File: src/rtl/uart_pkg.sv
// uart_pkg
//   Definitions shared by the UART receive and transmit paths: the one-hot FSM
//   state encoding and the default frame geometry.
//   No ports; imported with "import uart_pkg::*;".
package uart_pkg;

  // Default frame geometry: 8 data bits, 16 sample ticks per bit period.
  localparam int unsigned default_word_size  = 8;
  localparam int unsigned default_oversample = 16;

  // One-hot encoding, one flop per state.
  typedef enum logic [3:0] {
    st_idle      = 4'b0001,
    st_starting  = 4'b0010,
    st_receiving = 4'b0100,
    st_stop      = 4'b1000
  } uart_state_t;

endpackage

File: src/rtl/rx_sample_tick.sv
// rx_sample_tick
//   Free-running divider that produces the oversampling tick for the receiver.
//   The count only ever returns to 0 by wrapping or by reset, so the tick phase
//   is fixed from the moment reset is released.
// Ports
//   Clock   in   system clock, posedge
//   reset_  in   synchronous, active-low reset
//   tick    out  one-cycle pulse every tick_div Clock cycles
module rx_sample_tick #(
  parameter int unsigned tick_div = 326
) (
  input  logic Clock,
  input  logic reset_,
  output logic tick
);

  localparam int unsigned cnt_w = (tick_div > 2) ? $clog2(tick_div) : 1;
  localparam logic [cnt_w-1:0] last_count = cnt_w'(tick_div - 1);

  logic [cnt_w-1:0] count;

  // Wrap at tick_div-1 rather than at a power of two, so any divider works.
  always_ff @(posedge Clock) begin
    if (!reset_) begin
      count <= '0;
    end else if (count == last_count) begin
      count <= '0;
    end else begin
      count <= count + cnt_w'(1);
    end
  end

  assign tick = (count == last_count);

endmodule

File: src/rtl/uart_receiver.sv
// uart_receiver
//   16x-oversampled UART receiver: 1 start bit (0), word_size data bits LSB
//   first, 1 stop bit (1). Delivers each good word in RCV_datareg with a ready
//   flag and reports framing and overrun errors.
// Ports
//   Clock        in   system clock, posedge
//   reset_       in   synchronous, active-low reset
//   Serial_in    in   asynchronous serial line, idles high
//   read_ack     in   one-cycle pulse: host has consumed RCV_datareg
//   RCV_datareg  out  last good received word
//   data_ready   out  RCV_datareg holds an unread word
//   error_framing out stop bit sampled as 0
//   error_overrun out frame completed while data_ready was still set
//   busy         out  FSM is not idle
module uart_receiver
  import uart_pkg::*;
#(
  parameter int unsigned word_size  = default_word_size,
  parameter int unsigned oversample = default_oversample,
  parameter int unsigned tick_div   = 326
) (
  input  logic                 Clock,
  input  logic                 reset_,
  input  logic                 Serial_in,
  input  logic                 read_ack,
  output logic [word_size-1:0] RCV_datareg,
  output logic                 data_ready,
  output logic                 error_framing,
  output logic                 error_overrun,
  output logic                 busy
);

  localparam int unsigned sc_w = $clog2(oversample);
  localparam int unsigned bc_w = $clog2(word_size + 1);
  localparam logic [sc_w-1:0] mid_start  = sc_w'(oversample / 2 - 1);
  localparam logic [sc_w-1:0] mid_bit    = sc_w'(oversample - 1);
  localparam logic [bc_w-1:0] last_bit   = bc_w'(word_size - 1);

  logic                 tick;
  logic                 sync1;
  logic                 sync2;
  uart_state_t          state;
  logic [sc_w-1:0]      sample_cnt;
  logic [bc_w-1:0]      bit_cnt;
  logic [word_size-1:0] shiftreg;

  rx_sample_tick #(.tick_div(tick_div)) u_tick (
    .Clock  (Clock),
    .reset_ (reset_),
    .tick   (tick)
  );

  // Two-flop synchroniser; reset to the idle (high) line level so no false
  // start bit appears after reset.
  always_ff @(posedge Clock) begin
    if (!reset_) begin
      sync1 <= 1'b1;
      sync2 <= 1'b1;
    end else begin
      sync1 <= Serial_in;
      sync2 <= sync1;
    end
  end

  // Receive FSM with its datapath and host-side flags. A read_ack clears the
  // flags first; a frame completing in the same cycle is assigned later in the
  // block and therefore wins. Because oversample is a power of two, sample_cnt
  // wraps to 0 on its own at the end of every bit period.
  always_ff @(posedge Clock) begin
    if (!reset_) begin
      state         <= st_idle;
      sample_cnt    <= '0;
      bit_cnt       <= '0;
      shiftreg      <= '0;
      RCV_datareg   <= '0;
      data_ready    <= 1'b0;
      error_framing <= 1'b0;
      error_overrun <= 1'b0;
    end else begin
      if (read_ack) begin
        data_ready    <= 1'b0;
        error_framing <= 1'b0;
        error_overrun <= 1'b0;
      end
      if (tick) begin
        case (state)
          st_idle: begin
            if (!sync2) begin
              state      <= st_starting;
              sample_cnt <= '0;
            end
          end
          st_starting: begin
            if (sample_cnt == mid_start) begin
              if (!sync2) begin
                state      <= st_receiving;
                sample_cnt <= '0;
                bit_cnt    <= '0;
              end else begin
                state <= st_idle;
              end
            end else begin
              sample_cnt <= sample_cnt + sc_w'(1);
            end
          end
          st_receiving: begin
            sample_cnt <= sample_cnt + sc_w'(1);
            if (sample_cnt == mid_bit) begin
              shiftreg <= {sync2, shiftreg[word_size-1:1]};
              bit_cnt  <= bit_cnt + bc_w'(1);
              if (bit_cnt == last_bit) begin
                state <= st_stop;
              end
            end
          end
          st_stop: begin
            sample_cnt <= sample_cnt + sc_w'(1);
            if (sample_cnt == mid_bit) begin
              state <= st_idle;
              if (!sync2) begin
                error_framing <= 1'b1;
              end else if (!data_ready || read_ack) begin
                RCV_datareg <= shiftreg;
                data_ready  <= 1'b1;
              end else begin
                error_overrun <= 1'b1;
              end
            end
          end
          default: state <= st_idle;
        endcase
      end
    end
  end

  assign busy = (state != st_idle);

endmodule
File: config.mk
export PLATFORM = sky130hd
export DESIGN_NAME = uart_receiver
export DESIGN_NICKNAME = d
export VERILOG_FILES = /design/src/rtl/uart_pkg.sv /design/src/rtl/rx_sample_tick.sv /design/src/rtl/uart_receiver.sv
export SDC_FILE = /design/constraint.sdc
export NUM_CORES = 1
export LEC_CHECK = 0
export CAP_MARGIN = 25
export CORE_UTILIZATION = 28
export DETAILED_ROUTE_END_ITERATION = 8
export PLACE_DENSITY = 0.55
export SKIP_LAST_GASP = 1
export SYNTH_ARGS = -nofsm -noshare
export SYNTH_HDL_FRONTEND = slang
export SYNTH_SLANG_ARGS = --single-unit
export TNS_END_PERCENT = 5
File: constraint.sdc
create_clock -name Clock -period 5.7 [get_ports Clock]
set_input_delay 0.855 -clock Clock [delete_from_list [all_inputs] [get_ports Clock]]
set_output_delay 0.855 -clock Clock [all_outputs]
set_load 0.02 [all_outputs]
=== Word level (Yosys, flattened, before mapping) ===
Index checks and enable logic that the tools add are counted.

* Register bits after elaboration: 42
* Logic and storage cells: 72

* Add/subtract/negate cells: 3
* Eq/ne operators: 15
* Muxes and demuxes: 31
* Bitwise operators: 1
* Reductions and logical operators: 11

{| class="wikitable"
|+ Operator list
! kind !! number
|-
| $mux W4 || 10
|-
| $mux W1 || 17
|-
| $pmux W4 S4 || 1
|-
| $eq A4 B3 Y1 const B || 3
|-
| $ne A2 B2 Y1 const B || 6
|-
| $pmux W4 S3 || 1
|-
| $reduce_and A5 Y1 || 2
|-
| $add A9 B1 Y9 const B || 1
|-
| $eq A9 B9 Y1 const B || 1
|-
| $add A4 B1 Y4 const B || 2
|-
| $eq A4 B4 Y1 const B || 2
|-
| $pmux W4 S2 || 1
|-
| $reduce_and A6 Y1 || 1
|-
| $eq A4 B1 Y1 const B || 1
|-
| $eq A4 B2 Y1 const B || 1
|-
| $ne A4 B1 Y1 const B || 1
|-
| $reduce_or A2 Y1 || 2
|-
| $mux W3 || 1
|-
| $reduce_and A3 Y1 || 1
|-
| $reduce_bool A3 Y1 || 1
|-
| $reduce_and A2 Y1 || 1
|-
| $reduce_bool A2 Y1 || 1
|-
| $logic_not A1 Y1 || 1
|-
| $logic_or A1 B1 Y1 || 1
|-
| $not A1 Y1 || 1
|}

=== Longest topological paths before layout ===
Gate-level depths: netlist of run 1.

* Depth in word-level cells: 7
* Gate-level depth with buffers: 7

=== Cells and area by module ===
A second synthesis of run 1 with hierarchy kept.

* Cells, all modules: 228
* Area total of the unflattened synthesis: 2015.7 um^2

{| class="wikitable"
|+ Modules (own cells, without submodules)
! module !! instances !! cells each !! area each (um^2) !! sequential area each (um^2)
|-
| uart_receiver || 1 || 185 || 1617.8 || 660.6
|-
| rx_sample_tick || 1 || 43 || 397.9 || 180.2
|}

=== Least setup slack after synthesis of run 1 ===
No wires, ideal clock.

* Path kind: reg-to-output
* Start point: reg state[0]
* End point: out busy
* Arrival time: 1.232 ns
* Required time: 4.845 ns
* Slack: 3.613 ns
* Stages on the path, launching flop included: 4
* Path buffers: 1
* Cells stage by stage: dfxtp_1 clkbuf_1 nor4b_1 inv_1

* Longest elaborated chain between the ends: 1

{| class="wikitable"
|+ RTL lines
! what !! line !! text
|-
| start: declaration || uart_receiver.sv:42 || <nowiki>uart_state_t state;</nowiki>
|-
| start signal: assignment || uart_receiver.sv:71 || <nowiki>state <= st_idle;</nowiki>
|-
| start signal: assignment || uart_receiver.sv:89 || <nowiki>state <= st_starting;</nowiki>
|-
| start signal: assignment || uart_receiver.sv:96 || <nowiki>state <= st_receiving;</nowiki>
|-
| $ne A4 B1 Y1 || uart_receiver.sv:136 || <nowiki>assign busy = (state != st_idle);</nowiki>
|-
| end: declaration || uart_receiver.sv:30 || <nowiki>output logic busy</nowiki>
|}

Every way passes these cells.

=== Final worst setup path of run 1 ===
Ends and elaborated chain as after synthesis.

==> impl_metrics.yaml, run 1 <==
global_route:
  grt_max_degree: 26
  grt_pass1_wl_mm: 7.20
  grt_pass1_vias: 1539
  gr-total-overflow: 0
  antenna_found_initial: 0
  grt.total_usage: 0.123
timing:
  hold_viol_final: 0
  slew_headroom: 0.366
  maxSlewViolCount: 0
  fin_skew_ns: 0.00338
  fin_ws_ns: 2.71
  setup_violations: 0
  rsz0062_at_grt: "no"
  worst_pin_slew_ns: 0.938
  fin_crit_ns: 2.99
  clock.fmax_mhz: 335
  fin_crit_sh: 0.524
  setup_tns_ns: 0
power:
  p_leak_nw: 0.752
  p_total_mw: 0.493
  power.density_nw_per_um2: 214
  ir_drop_v: 0.0000963
setup_path:
  arrival_ns: 2.13
  worst-path-max-fanout: 12
  cpLargestDelayFamily: "buffers and inverters"
  cp-start-kind: "register"
  slowest_stage: "nor4b_1"
  cp_cell_sequence: "nor4b_1, inv_1, clkdlybuf4s50_1"
  crit_buf_inv: 2
  path_class: "reg -> out"
  cp-end-kind: "output pin"
  cp_slowest_stage_delay_ns: 0.65
  worst_ep_required_time_ns: 4.85
logic_synthesis:
  yosysUniqueCellTypes: 47
  yosysTopAreaCell: "dfxtp_1"
  synth_top_area_frac: 0.420
  ys_ff_latch: 42
  synth_area_um2: 2000
  post_synth_and_or_nand_nor_area_fraction: 0.284
  yosysSeqAreaShare: 0.420
  synth_flop_cell: "dfxtp_1"
  synth-edff-count: 0
  synth_common_cells: "dfxtp_1, nor2_1, nand2_1"
  syn_nets: 242
  synthArstFlopShare: 0
  ys_warn_count: 0
  synthCells: 234
  synth_top_family_by_area: "simple AND/OR/NAND/NOR gates"
  synth-compound-area-share: 0.143
  yosys-top-cells-area: "dfxtp_1, mux2i_1, nor2_1, a21oi_1, nand3_1"
  avgSynthCellArea_um2: 8.56
  synth_xor_area_frac: 0.0350
  muxShareOfSynthArea: 0.0550
  synth.most_common_cell: "dfxtp_1"
  post_synth_fa_ha_maj_area_fraction: 0.0250
finish:
  areaGrowthSynthToFinish_pct: 15.1
  final_layout_size_suffix_gt1_frac: 0.0574
  num_antenna_cells: 0
  fin_nets: 252
placed_design:
  dp_slack_ns: 2.52
  gp_congestion: 0.767
  numPortBuffers: 15
  dp_hpwl_mm: 2.87
floorplanning:
  die_w_um: 86.6
  core-area_um2: 6830
  ios: 16
  fp.dieH_um: 86.6
  core.rowCount: 30
  start_util: 0.293
  dieArea_um2: 7490
route:
  vias_per_cell: 4.73
  drtAntennaViolNets: 0
  routedWlPerCell_um: 12.2
  drc_errors: 0
  drt_iter0_drc: 67
  wirelength_mm: 4.14
  via_count: 1607
  drt_pre_antenna_iters: 4
cts:
  clk_latency_ns: 0.29
  cts_root_buffer: "clkbuf_8"
  cts_resized: 0
  path_clk_slew_ns: 0.08
  htreeDepth: 2
  cts.sinks: 42
  cts_tree: "done"
  clk_path_buf_depth: 2
  cts_buffers: 5
  hold_buffers: 0
  cts_setup_buffers: 0
run_status:
  status: "finished, final reports clean"
job:
  maxCapViolations: 0
min_path:
  hold_path_class: "reg -> reg"
-- final timing paths --
| path | from | to | cells after the start | slack (ns) |
|---|---|---|---|---|
| max | state[0] | busy | 3 | 2.71 |
| min | sync1 | sync2 | 1 | 0.42 |
| max reg2reg | state[2] | shiftreg[7] | 4 | 3.26 |
| min reg2reg | sync1 | sync2 | 1 | 0.42 |
-- cell type report --
type	instances	area (um^2)
clock buffers	5	68.8
clock inverters	2	10.0
fillers	759	4530
inverters	6	22.5
multi-input cells	173	1080
flip-flops and latches	42	841
well taps	96	120
repair buffers	16	158
-- sequential cells by signal, summed over array words and instances, names as in the netlist --
name and count:
error_framing 1, u_tick.count 9, state 4, bit_cnt 4
sample_cnt 4, RCV_datareg 8, sync2 1, sync1 1
data_ready 1, shiftreg 8, error_overrun 1
-- per-stage QoR --
step                      utilization  std cells  hold slack (ns)  cell area [um^2]
final                           0.337        340            0.416              2300
after global routing            0.337        340            0.428              2300
after CTS                       0.337        340            0.418              2300
after detailed placement        0.326        333            0.399              2230
after global placement          0.326        333            0.389              2230
after floorplan                     -        234            0.386              2000
-- power breakdown --
group          internal, mW  leakage, nW  switching (mW)  total, mW
sequential            0.296        0.339         0.00267      0.298
combinational       0.00517        0.369         0.00953     0.0147
clock                0.0822       0.0438          0.0979      0.180
total                 0.383        0.752           0.110      0.493
-- cells by family after synthesis --
logic type                 after synthesis
muxes                                   11
AOI/OAI and AO/OA                       47
buffers and inverters                   19
xor gates and xnor gates                 8
DFF                                     42
and+or+nand+nor                        103
adders and majority gates                4
-- layout by cell type (no fill, tap or decap), types with 2 or more instances in the layout --
cell type / n
or4_1: 4
o21ai_0: 13
nor2b_1: 3
o32ai_1: 2
a21oi_1: 17
clkbuf_8: 5
or2_2: 2
ha_1: 4
nand4b_1: 2
o22ai_1: 2
nand2b_1: 5
clkinv_2: 2
or4b_1: 2
nor3_1: 2
mux2i_1: 11
or3_1: 3
nor2_1: 27
dfxtp_1: 42
nand2_1: 20
nor4b_1: 4
nand3b_1: 2
inv_1: 6
a211oi_1: 4
xnor2_1: 4
xor2_1: 4
clkdlybuf4s50_1: 15
nand3_1: 16
-- per-layer routing --
metal	up-vias	routed length [um]	share of wire	global-route usage
li1	856	-	-	-
met1	720	2130	0.51	0.178
met2	27	1850	0.45	0.179
met3	4	123	0.030	0.0257
met4	0	44	0.011	0.0455
met5	-	0	0	0
Power figures use the tool's default switching activity.
==> inputs of run 2 (changes only) <==
PLACE_DENSITY = 0.57   (was 0.55)
clock period = 2.55 ns   (was 5.7 ns; I/O delays follow)
==> run 2 against run 1 <==
Largest power group unchanged. Sequential power up 120%. Highest routed layer unchanged. Worst setup slack worse by 2.4 ns. First-iteration DRC count down 3.0%. Critical endpoint unchanged. Routed wire length up 2.6%. Combinational power up 150%. Clock skew up 0.0063 ns. Final cell count up 2.9%. Global-route usage about the same. Non-clock buffer count up 9. Worst hold slack better by 0.00091 ns. Die area unchanged.
==> impl_metrics.yaml, run 2 (synthesis results as in run 1) <==
placed_design:
  numPortBuffers: 15
  dp_slack_ns: 0.367
  place_area_um2: 2290
  dp.cells: 342
  gp_congestion: 0.818
  dp_hpwl_mm: 2.95
setup_path:
  reg2reg_depth: 4
  cp_slowest_stage_delay_ns: 0.56
  ff2ff_setup_slack_ns: 0.33
  arrival_ns: 1.89
  crit_buf_inv: 3
  cpLargestDelayFamily: "buffers and inverters"
  reg2reg_from: "u_tick.count[2]"
  worst_ep_required_time_ns: 2.17
  worst-path-max-fanout: 12
  cp-start-kind: "register"
  cp_cell_sequence: "nor4b_1, buf_4, inv_1, clkdlybuf4s50_1"
  cp-end-kind: "output pin"
  path_class: "reg -> out"
  slowest_stage: "dfxtp_1"
  timing.rr.end: "bit_cnt[3]"
finish:
  areaGrowthSynthToFinish_pct: 19.2
  largestRegisters: "u_tick.count x9, RCV_datareg x8, shiftreg x8"
  fillers: 737
  stdcell_area_um2: 2390
  layout_commonest_cell: "dfxtp_1"
  largest_reg_flops: 9
  num_antenna_cells: 0
  final_layout_size_suffix_gt1_frac: 0.0945
  stdcell_count: 350
  regMostFlops: "u_tick.count"
  mostFrequentLayoutCells: "dfxtp_1, nor2_1, nand2_1"
  fin_nets: 261
route:
  drt_iter0_drc: 65
  drt_pre_antenna_iters: 4
  drtAntennaViolNets: 0
  routedWlPerCell_um: 12.1
  vias_per_cell: 4.86
  via_count: 1702
  wirelength_mm: 4.25
  drc_errors: 0
cts:
  cts_buffers: 5
  path_clk_slew_ns: 0.09
  clk_path_buf_depth: 2
  hold_buffers: 0
  cts_resized: 0
  cts_root_buffer: "clkbuf_8"
  cts_tree: "done"
  cts.sinks: 42
  clk_latency_ns: 0.30
  htreeDepth: 2
  cts_setup_buffers: 0
timing:
  hold_viol_final: 0
  setup_tns_ns: 0
  setup_violations: 0
  fin_skew_ns: 0.00964
  fin_hold_ws_ns: 0.416
  fin_ws_ns: 0.280
  worst_pin_slew_ns: 0.522
  maxSlewViolCount: 0
  rsz0062_at_grt: "no"
  fin_crit_ns: 2.27
  fin_crit_sh: 0.890
  clock.fmax_mhz: 441
  slew_headroom: 0.650
min_path:
  hold_depth: 1
  hold_path_class: "reg -> reg"
  holdPathEnd: "sync2"
  min_from: "sync1"
global_route:
  gr-total-overflow: 0
  grt_pass1_wl_mm: 7.22
  antenna_found_initial: 0
  grt_max_degree: 25
  grt.total_usage: 0.123
  grt_pass1_vias: 1558
floorplanning:
  fp.dieH_um: 86.6
  die_w_um: 86.6
  start_util: 0.293
  core.rowCount: 30
  core-area_um2: 6830
  ios: 16
  dieArea_um2: 7490
power:
  power.density_nw_per_um2: 482
  p_leak_nw: 0.795
  ir_drop_v: 0.000221
run_status:
  status: "finished, final reports clean"
job:
  maxCapViolations: 0
==> run 2: cell types whose count changed in the layout (fill, tap and decap cells not counted) <==
cell	previous run	this run
inv_6	0	1
buf_4	1	10
clkinv_2	2	0
clkinvlp_4	0	2
==> run 2: worst reg2reg max path: stages (launching register included) <==
cell and delay [ns]:
dfxtp_1 0.44, or4b_1 0.59, a2111o_1 0.49, or4_1 0.49, a21oi_1 0.15
==> run 2: how the worst max path moves through the flow <==
stage                                from  cells past startpoint  slack, ns    endpoint
after floorplan                     sync2                      5       0.48  bit_cnt[3]
after global placement    u_tick.count[2]                      4       0.39  bit_cnt[3]
after detailed placement  u_tick.count[2]                      4       0.37  bit_cnt[3]
after CTS                        state[0]                      4       0.26        busy
after global routing             state[0]                      4       0.22        busy
final                            state[0]                      4       0.28        busy
==> run 2: per-layer routing <==
layer / vias up / GRT usage / part of all wire
li1: 874 / - / -
met1: 803 / 0.160 / 0.49
met2: 23 / 0.196 / 0.47
met3: 2 / 0.0295 / 0.030
met4: 0 / 0.0515 / 0.012
met5: - / 0 / 0
==> run 2: stage by stage <==
step	utilization	power, mW
final	0.349	1.15
after global routing	0.349	1.19
after CTS	0.349	1.17
after detailed placement	0.336	0.719
after global placement	0.336	0.718
after floorplan	-	0.705
==> run 2: layout make-up <==
type	instances	area [um^2]	share of cell area
sequential	42	841	0.352
inverter	6	22.5	0.00944
timing repair buffer	25	225	0.0944
clock inverter	3	23.8	0.00996
multi-input combinational	173	1080	0.455
clock buffer	5	68.8	0.0288
tap	96	120	0.0503
==> run 2: power breakdown <==
part           switching, mW  total [mW]  internal, mW
Sequential           0.00588       0.667         0.661
Combinational         0.0218      0.0365        0.0148
Clock                  0.251       0.447         0.196
Total                  0.279        1.15         0.871
==> inputs of run 3 (changes only) <==
SLEW_MARGIN = 20   (was default)
==> results of run 3 <==
The final DEF is identical to that of run 2; final timing and power are the same.
